**src/rtl/ibex_pkg.sv**
```systemverilog
// ---------------------------------------------------------------------------
// ibex_pkg
// Shared types for the RV32M multiply/divide datapath.
//   md_op_e   : multiply/divide operation code (2 bits)
//   rv32m_e   : multiplier implementation select
//   md_fsm_e  : divide state machine encoding
//   md_ext33  : 32->33 bit sign/zero extension helper
// ---------------------------------------------------------------------------
package ibex_pkg;

    typedef enum logic [1:0] {
        MD_OP_MULL = 2'd0,
        MD_OP_MULH = 2'd1,
        MD_OP_DIV  = 2'd2,
        MD_OP_REM  = 2'd3
    } md_op_e;

    typedef enum logic [0:0] {
        RV32MSingleCycle = 1'b0,
        RV32MFast        = 1'b1
    } rv32m_e;

    typedef enum logic [2:0] {
        MD_IDLE        = 3'd0,
        MD_ABS_A       = 3'd1,
        MD_ABS_B       = 3'd2,
        MD_COMP        = 3'd3,
        MD_LAST        = 3'd4,
        MD_CHANGE_SIGN = 3'd5,
        MD_FINISH      = 3'd6
    } md_fsm_e;

    // Counter start value: bit 31 is the first numerator bit shifted in.
    localparam logic [4:0] MD_CNT_INIT = 5'd31;

    // Extend a 32-bit operand to 33 bits, sign-extending when is_signed.
    function automatic logic [32:0] md_ext33(input logic [31:0] v, input logic is_signed);
        return {is_signed & v[31], v};
    endfunction

endpackage

```
**src/rtl/multdiv_mult33.sv**
```systemverilog
// ---------------------------------------------------------------------------
// multdiv_mult33
// Combinational 33x33 signed multiplier. Operands arrive already sign/zero
// extended, so one signed product covers every signedness combination.
//   op_a_i  in  33  multiplicand
//   op_b_i  in  33  multiplier
//   prod_o  out 66  signed product
// ---------------------------------------------------------------------------
module multdiv_mult33 (
    input  logic [32:0] op_a_i,
    input  logic [32:0] op_b_i,
    output logic [65:0] prod_o
);

    assign prod_o = $signed(op_a_i) * $signed(op_b_i);

endmodule

```
**src/rtl/multdiv_fast_unit.sv**
```systemverilog
// ---------------------------------------------------------------------------
// multdiv_fast_unit
// RV32M multiply/divide datapath for the execute stage.
//   - Multiply: one 33x33 signed product, result in the enable cycle
//     (RV32MSingleCycle) or one cycle later through imd_val (RV32MFast).
//   - Divide: 36-cycle restoring division using the shared ALU adder; the
//     remainder/result and quotient live in the core's imd_val registers.
// Ports:
//   clk_i, rst_i                 clock, synchronous active-high reset
//   mult_en_i/div_en_i           operation active this cycle
//   mult_sel_i/div_sel_i         one-hot result select
//   operator_i, signed_mode_i    operation and operand signedness
//   op_a_i, op_b_i               operands
//   alu_adder_ext_i/alu_adder_i  shared adder result (34-bit / [32:1])
//   equal_to_zero_i              op_b_i == 0
//   data_ind_timing_i            constant-time divide
//   alu_operand_a_o/_b_o         shared adder operands (bit0 = carry-in)
//   imd_val_q_i/_d_o/_we_o       external intermediate registers
//   multdiv_ready_id_i           consumer accepts result
//   multdiv_result_o, valid_o    result and its valid
// Build option: define MULTDIV_SVA_EN to compile concurrent assertions.
// ---------------------------------------------------------------------------
module multdiv_fast_unit
    import ibex_pkg::*;
#(
    parameter rv32m_e RV32M = RV32MSingleCycle
) (
    input  logic        clk_i,
    input  logic        rst_i,
    input  logic        mult_en_i,
    input  logic        div_en_i,
    input  logic        mult_sel_i,
    input  logic        div_sel_i,
    input  md_op_e      operator_i,
    input  logic [1:0]  signed_mode_i,
    input  logic [31:0] op_a_i,
    input  logic [31:0] op_b_i,
    input  logic [33:0] alu_adder_ext_i,
    input  logic [31:0] alu_adder_i,
    input  logic        equal_to_zero_i,
    input  logic        data_ind_timing_i,
    output logic [32:0] alu_operand_a_o,
    output logic [32:0] alu_operand_b_o,
    input  logic [33:0] imd_val_q_i [2],
    output logic [33:0] imd_val_d_o [2],
    output logic [1:0]  imd_val_we_o,
    input  logic        multdiv_ready_id_i,
    output logic [31:0] multdiv_result_o,
    output logic        valid_o
);

    // ------------------------------------------------------------------
    // Multiply
    // ------------------------------------------------------------------
    logic [32:0] w_mult_a;
    logic [32:0] w_mult_b;
    logic [65:0] w_prod;
    logic        w_mult_active;
    logic        w_mult_hi;
    logic        w_mult_valid;
    logic        w_mult_we;
    logic [31:0] w_mult_result;
    logic [31:0] w_mult_imd [2];

    assign w_mult_a      = md_ext33(op_a_i, signed_mode_i[0]);
    assign w_mult_b      = md_ext33(op_b_i, signed_mode_i[1]);
    assign w_mult_active = mult_en_i & mult_sel_i;
    assign w_mult_hi     = (operator_i == MD_OP_MULH);
    assign w_mult_imd[0] = w_prod[31:0];
    assign w_mult_imd[1] = w_prod[63:32];

    multdiv_mult33 u_mult33 (
        .op_a_i (w_mult_a),
        .op_b_i (w_mult_b),
        .prod_o (w_prod)
    );

    generate
        if (RV32M == RV32MFast) begin : g_mult_fast
            // Set after the product has been parked in imd_val; the next
            // cycle presents it from there.
            logic r_mult_pending;

            always_ff @(posedge clk_i) begin
                if (rst_i) begin
                    r_mult_pending <= 1'b0;
                end else if (!w_mult_active) begin
                    r_mult_pending <= 1'b0;
                end else if (!r_mult_pending) begin
                    r_mult_pending <= 1'b1;
                end else if (multdiv_ready_id_i) begin
                    r_mult_pending <= 1'b0;
                end
            end

            assign w_mult_valid  = w_mult_active & r_mult_pending;
            assign w_mult_we     = w_mult_active & ~r_mult_pending;
            assign w_mult_result = w_mult_hi ? imd_val_q_i[1][31:0] : imd_val_q_i[0][31:0];
        end else begin : g_mult_single
            assign w_mult_valid  = w_mult_active;
            assign w_mult_we     = 1'b0;
            assign w_mult_result = w_mult_hi ? w_prod[63:32] : w_prod[31:0];
        end
    endgenerate

    // ------------------------------------------------------------------
    // Divide
    // ------------------------------------------------------------------
    md_fsm_e     r_state;
    md_fsm_e     w_state_next;
    logic [4:0]  r_cnt;
    logic [4:0]  w_cnt_next;
    logic [31:0] r_num;
    logic [31:0] w_num_next;
    logic [31:0] r_den;
    logic [31:0] w_den_next;

    logic        w_div_active;
    logic        w_is_div;
    logic        w_sign_a;
    logic        w_sign_b;
    logic        w_need_neg;
    logic [31:0] w_rem;
    logic [31:0] w_quo;
    logic [31:0] w_trial_x;
    logic        w_ge;
    logic [31:0] w_rem_next;
    logic [31:0] w_quo_next;
    logic [32:0] w_div_op_a;
    logic [32:0] w_div_op_b;
    logic [33:0] w_div_imd [2];
    logic [1:0]  w_div_we;
    logic        w_div_valid;

    assign w_div_active = div_en_i & div_sel_i;
    assign w_is_div     = (operator_i == MD_OP_DIV);
    assign w_sign_a     = signed_mode_i[0] & op_a_i[31];
    assign w_sign_b     = signed_mode_i[1] & op_b_i[31];
    assign w_rem        = imd_val_q_i[0][31:0];
    assign w_quo        = imd_val_q_i[1][31:0];

    // DIV by zero keeps the all-ones quotient; REM follows the dividend.
    assign w_need_neg = w_is_div ? ((w_sign_a ^ w_sign_b) & ~equal_to_zero_i) : w_sign_a;

    // The shifted remainder is 33 bits wide but the adder takes 32. When
    // rem[31] is set the shifted value is >= 2^32 > denominator, so the
    // subtraction always succeeds and its low 32 bits are exact.
    assign w_trial_x  = {w_rem[30:0], r_num[r_cnt]};
    assign w_ge       = w_rem[31] | alu_adder_ext_i[33];  // carry-out = no borrow
    assign w_rem_next = w_ge ? alu_adder_i : w_trial_x;
    assign w_quo_next = {w_quo[30:0], w_ge};

    always_comb begin
        w_state_next = r_state;
        w_cnt_next   = r_cnt;
        w_num_next   = r_num;
        w_den_next   = r_den;
        w_div_op_a   = 33'd0;
        w_div_op_b   = 33'd0;
        w_div_imd[0] = 34'd0;
        w_div_imd[1] = 34'd0;
        w_div_we     = 2'b00;
        w_div_valid  = 1'b0;

        if (!w_div_active) begin
            // Dropping the enable aborts any divide in flight.
            w_state_next = MD_IDLE;
            w_cnt_next   = MD_CNT_INIT;
        end else begin
            case (r_state)
                MD_IDLE: begin
                    w_div_imd[0] = {2'b00, (w_is_div ? 32'hFFFF_FFFF : op_a_i)};
                    w_div_imd[1] = 34'd0;
                    w_div_we     = 2'b11;
                    w_cnt_next   = MD_CNT_INIT;
                    w_state_next = (equal_to_zero_i && !data_ind_timing_i) ? MD_FINISH : MD_ABS_A;
                end
                MD_ABS_A: begin
                    w_div_op_a   = {32'd0, 1'b1};
                    w_div_op_b   = {~op_a_i, 1'b1};
                    w_num_next   = w_sign_a ? alu_adder_i : op_a_i;
                    w_state_next = MD_ABS_B;
                end
                MD_ABS_B: begin
                    w_div_op_a   = {32'd0, 1'b1};
                    w_div_op_b   = {~op_b_i, 1'b1};
                    w_den_next   = w_sign_b ? alu_adder_i : op_b_i;
                    w_div_imd[0] = 34'd0;
                    w_div_we     = 2'b01;
                    w_state_next = MD_COMP;
                end
                MD_COMP: begin
                    w_div_op_a   = {w_trial_x, 1'b1};
                    w_div_op_b   = {~r_den, 1'b1};
                    w_div_imd[0] = {2'b00, w_rem_next};
                    w_div_imd[1] = {2'b00, w_quo_next};
                    w_div_we     = 2'b11;
                    w_cnt_next   = r_cnt - 5'd1;
                    if (r_cnt == 5'd1) begin
                        w_state_next = MD_LAST;
                    end
                end
                MD_LAST: begin
                    // Counter is 0 here, so this is the bit-0 iteration.
                    w_div_op_a   = {w_trial_x, 1'b1};
                    w_div_op_b   = {~r_den, 1'b1};
                    w_div_imd[0] = {2'b00, (w_is_div ? w_quo_next : w_rem_next)};
                    w_div_we     = 2'b01;
                    w_state_next = MD_CHANGE_SIGN;
                end
                MD_CHANGE_SIGN: begin
                    w_div_op_a   = {32'd0, 1'b1};
                    w_div_op_b   = {~w_rem, 1'b1};
                    w_div_imd[0] = {2'b00, (w_need_neg ? alu_adder_i : w_rem)};
                    w_div_we     = 2'b01;
                    w_state_next = MD_FINISH;
                end
                MD_FINISH: begin
                    w_div_valid = 1'b1;
                    if (multdiv_ready_id_i) begin
                        w_state_next = MD_IDLE;
                    end
                end
                default: begin
                    w_state_next = MD_IDLE;
                end
            endcase
        end
    end

    always_ff @(posedge clk_i) begin
        if (rst_i) begin
            r_state <= MD_IDLE;
            r_cnt   <= MD_CNT_INIT;
            r_num   <= 32'd0;
            r_den   <= 32'd0;
        end else begin
            r_state <= w_state_next;
            r_cnt   <= w_cnt_next;
            r_num   <= w_num_next;
            r_den   <= w_den_next;
        end
    end

    // ------------------------------------------------------------------
    // Output muxing
    // ------------------------------------------------------------------
    genvar gi;
    generate
        for (gi = 0; gi < 2; gi++) begin : g_imd
            assign imd_val_d_o[gi] = w_div_active ? w_div_imd[gi] : {2'b00, w_mult_imd[gi]};
        end
    endgenerate

    assign imd_val_we_o     = w_div_active ? w_div_we : {2{w_mult_we}};
    assign alu_operand_a_o  = w_div_op_a;
    assign alu_operand_b_o  = w_div_op_b;
    assign multdiv_result_o = mult_sel_i ? w_mult_result : imd_val_q_i[0][31:0];
    assign valid_o          = w_mult_valid | w_div_valid;

    // Bits that exist on the interface but carry no information here.
    logic w_unused;
    assign w_unused = ^{alu_adder_ext_i[32:0], imd_val_q_i[0][33:32],
                        imd_val_q_i[1][33:32], w_prod[65:64]};

`ifdef MULTDIV_SVA_EN
    a_sel_onehot: assert property (@(posedge clk_i) disable iff (rst_i)
        !(mult_sel_i && div_sel_i));

    a_state_legal: assert property (@(posedge clk_i) disable iff (rst_i)
        r_state inside {MD_IDLE, MD_ABS_A, MD_ABS_B, MD_COMP,
                        MD_LAST, MD_CHANGE_SIGN, MD_FINISH});

    a_valid_known: assert property (@(posedge clk_i) disable iff (rst_i)
        !$isunknown(valid_o));

    a_div_const_time: assert property (@(posedge clk_i) disable iff (rst_i)
        (r_state == MD_IDLE && w_div_active && data_ind_timing_i)
            ##1 (w_div_active [*35])
        |=> (r_state == MD_FINISH));
`endif

endmodule

```
**config.mk**
```make
export PLATFORM = sky130hd
export DESIGN_NAME = multdiv_fast_unit
export DESIGN_NICKNAME = d
export VERILOG_FILES = /design/src/rtl/ibex_pkg.sv /design/src/rtl/multdiv_mult33.sv /design/src/rtl/multdiv_fast_unit.sv
export SDC_FILE = /design/constraint.sdc
export NUM_CORES = 2
export LEC_CHECK = 0
export ABC_AREA = 1
export CORE_MARGIN = 3
export CORE_UTILIZATION = 59
export CTS_CLUSTER_DIAMETER = 80
export DETAILED_ROUTE_END_ITERATION = 12
export HOLD_SLACK_MARGIN = 0.06
export PLACE_DENSITY = 0.91
export SYNTH_ARGS = -nofsm -noshare
export SYNTH_HDL_FRONTEND = slang
export SYNTH_HIERARCHICAL = 1
export SYNTH_SLANG_ARGS = --single-unit
```
**constraint.sdc**
```tcl
create_clock -name clk_i -period 18.8 [get_ports clk_i]
set_input_delay 4.7 -clock clk_i [delete_from_list [all_inputs] [get_ports clk_i]]
set_output_delay 4.7 -clock clk_i [all_outputs]
set_load 0.01 [all_outputs]
```
==> metrics.md <==
| Metric | Value |
|---|---|
| Final nets | 8303 |
| DPL Wire Length | 137000 µm |
| Req. time, crit path | 14100 ps |
| Die Y | 293 µm |
| Final Max Slew Viols | 0 |
| Post-Route WL | 170000 µm |
| Worst setup EP type | primary output |
| CTS max path bufs | 2 |
| Core box area | 81100 µm² |
| Overflow after GRT | 0 |
| Die Wd | 293 µm |
| Fin Hold WS | 469 ps |
| Initial Util | 60.0% |
| Skew-Pair Late Insertion Delay | 350 ps |
| Rel. slew slack | 11.9% |
| Drt drc | 0 |
| Root Driver | clkbuf_16 |
| Rows | 104 |
| Setup TNS | 0 ps |
| Buf/Inv on CP | 8 |
| Synth-to-layout area growth | 9.58% |
| Top-Level Pins | 380 |
| Slowest CP cell | fa_1 |
| CTS H-tree depth | 3 |
| Hold WC Path Type | flop to flop |
| Overall Global Routing Usage | 39.6% |
| Arrival @ worst endpoint | 13710 ps |
| Die area | 86000 µm² |
| Critical path launch point type | primary input |
| Routed len/inst | 21.8 µm |
| FMAX | 0.0543 GHz |
| Status | completed |
| Gpl congestion | 1.01 |
| Final min period | 18410 ps |
| CTS tree | done |
| Final Hold Viols | 0 |
| Clock buffer count from CTS | 9 |
| Critical path class | primary input to primary output |
| CP top delay family | adder cells |
| IO Port Bufs | 337 |
| Initial antenna violation count | 8 |
| Routed Antenna Nets | 0 |
| Layout cell share with drive strength beyond 1 | 4.20% |
| Number of global-route vias before repair | 47300 |
| Tightest Pin Transition | 1320 ps |
| RSZ-0062 raised after global routing | false |
| Most frequent CP cell | fa_1 |
| Max FO, Critical Path | 26 |
| Largest net degree at the start of global routing | 76 |
| Post-Syn Area | 48700 µm² |
| Synthesis Warnings | 6 |
| Clock sink count | 72 |
| Setup violators final | 0 |
| Pre-antenna DRT Iters | 13 |
| Initial DRC count | 5186 |
| Vias per Instance | 5.75 |
| DR vias | 44900 |
| Clk slew on worst S/H paths | 60 ps |
| MaxCap Viol Count | 0 |
| Tcrit/Tclk final | 97.9% |
| Clk_skew | 13.3 ps |
| Mean Syn Cell Area | 7.35 µm² |
| Cell count after synthesis | 6625 |
| CP peak stage delay | 970 ps |
| First-pass GRT wire length | 261000 µm |
metrics by stage:
step | std cells | cell area (µm²) | setup slack (ps) | utilization [%]
2_1_floorplan | 6628 | 48700 | 2010 | -
3_3_place_gp | 7789 | 53000 | 547 | 65.4
3_5_place_dp | 7789 | 53000 | 467 | 65.4
4_1_cts | 7805 | 53300 | 443 | 65.8
5_1_grt | 7807 | 53300 | 24.1 | 65.8
6_report | 7815 | 53300 | 391 | 65.8
registers in the layout (all words and copies together) (netlist names):
signal / cells
r_num: 32
r_cnt: 5
r_state: 3
r_den: 32
worst min-delay path: stages (launching register included):
cell and delay [ps]:
dfxtp_1 310, nand2_1 60, a21oi_1 60
cell type report:
type | count | area [µm²]
multi-input combinational | 4211 | 38400
fill | 6443 | 27700
inverter | 1966 | 7380
timing repair buffer | 480 | 4490
sequential | 72 | 1440
tap | 1060 | 1330
clock buffer | 10 | 239
clock inverter | 6 | 66.3
antenna | 10 | 25.0
final timing paths:
check                         from  slack (ps)  depth (start not counted)                    to
setup / recovery  signed_mode_i[0]         390                         30  multdiv_result_o[28]
hold / removal           r_den[31]         470                          2             r_den[31]
setup reg to reg        r_state[2]       15240                          7              r_num[0]
hold reg to reg          r_den[31]         470                          2             r_den[31]
routing by layer:
layer / vias up / part of all wire (%) / GRT usage, %
met5: - / 0.033 / 0
met4: 8 / 7.7 / 25.4
met3: 910 / 13 / 11.7
met2: 3415 / 45 / 63.1
met1: 21500 / 34 / 47.1
li1: 19100 / - / -
timing repair:
action                     4_1_cts  5_1_grt
hold buffers                     0        0
setup buffers                    0        0
setup endpoints to repair        0        4
gates resized for setup          0        1
cells in the final DEF, fill, tap and decap left out, drive strengths merged, types with 6 or more instances in the layout:
cell and count:
nand3 93, diode 10, nand2 1795, inv 1967, clkbuf 10, dfxtp 72, o211ai 6, nand3b 6
o22ai 65, nand4 20, o21bai 13, buf 156, fa 1136, ha 216, nor3 7, o2111ai 30
o21ai 190, clkdlybuf4s50 324, a311oi 61, xor2 32, a211oi 35, a21oi 98, o22a 30, nor2 349
Power is not shown: default switching activity piles up to over one toggle a cycle in this logic, so the estimate is an artifact.
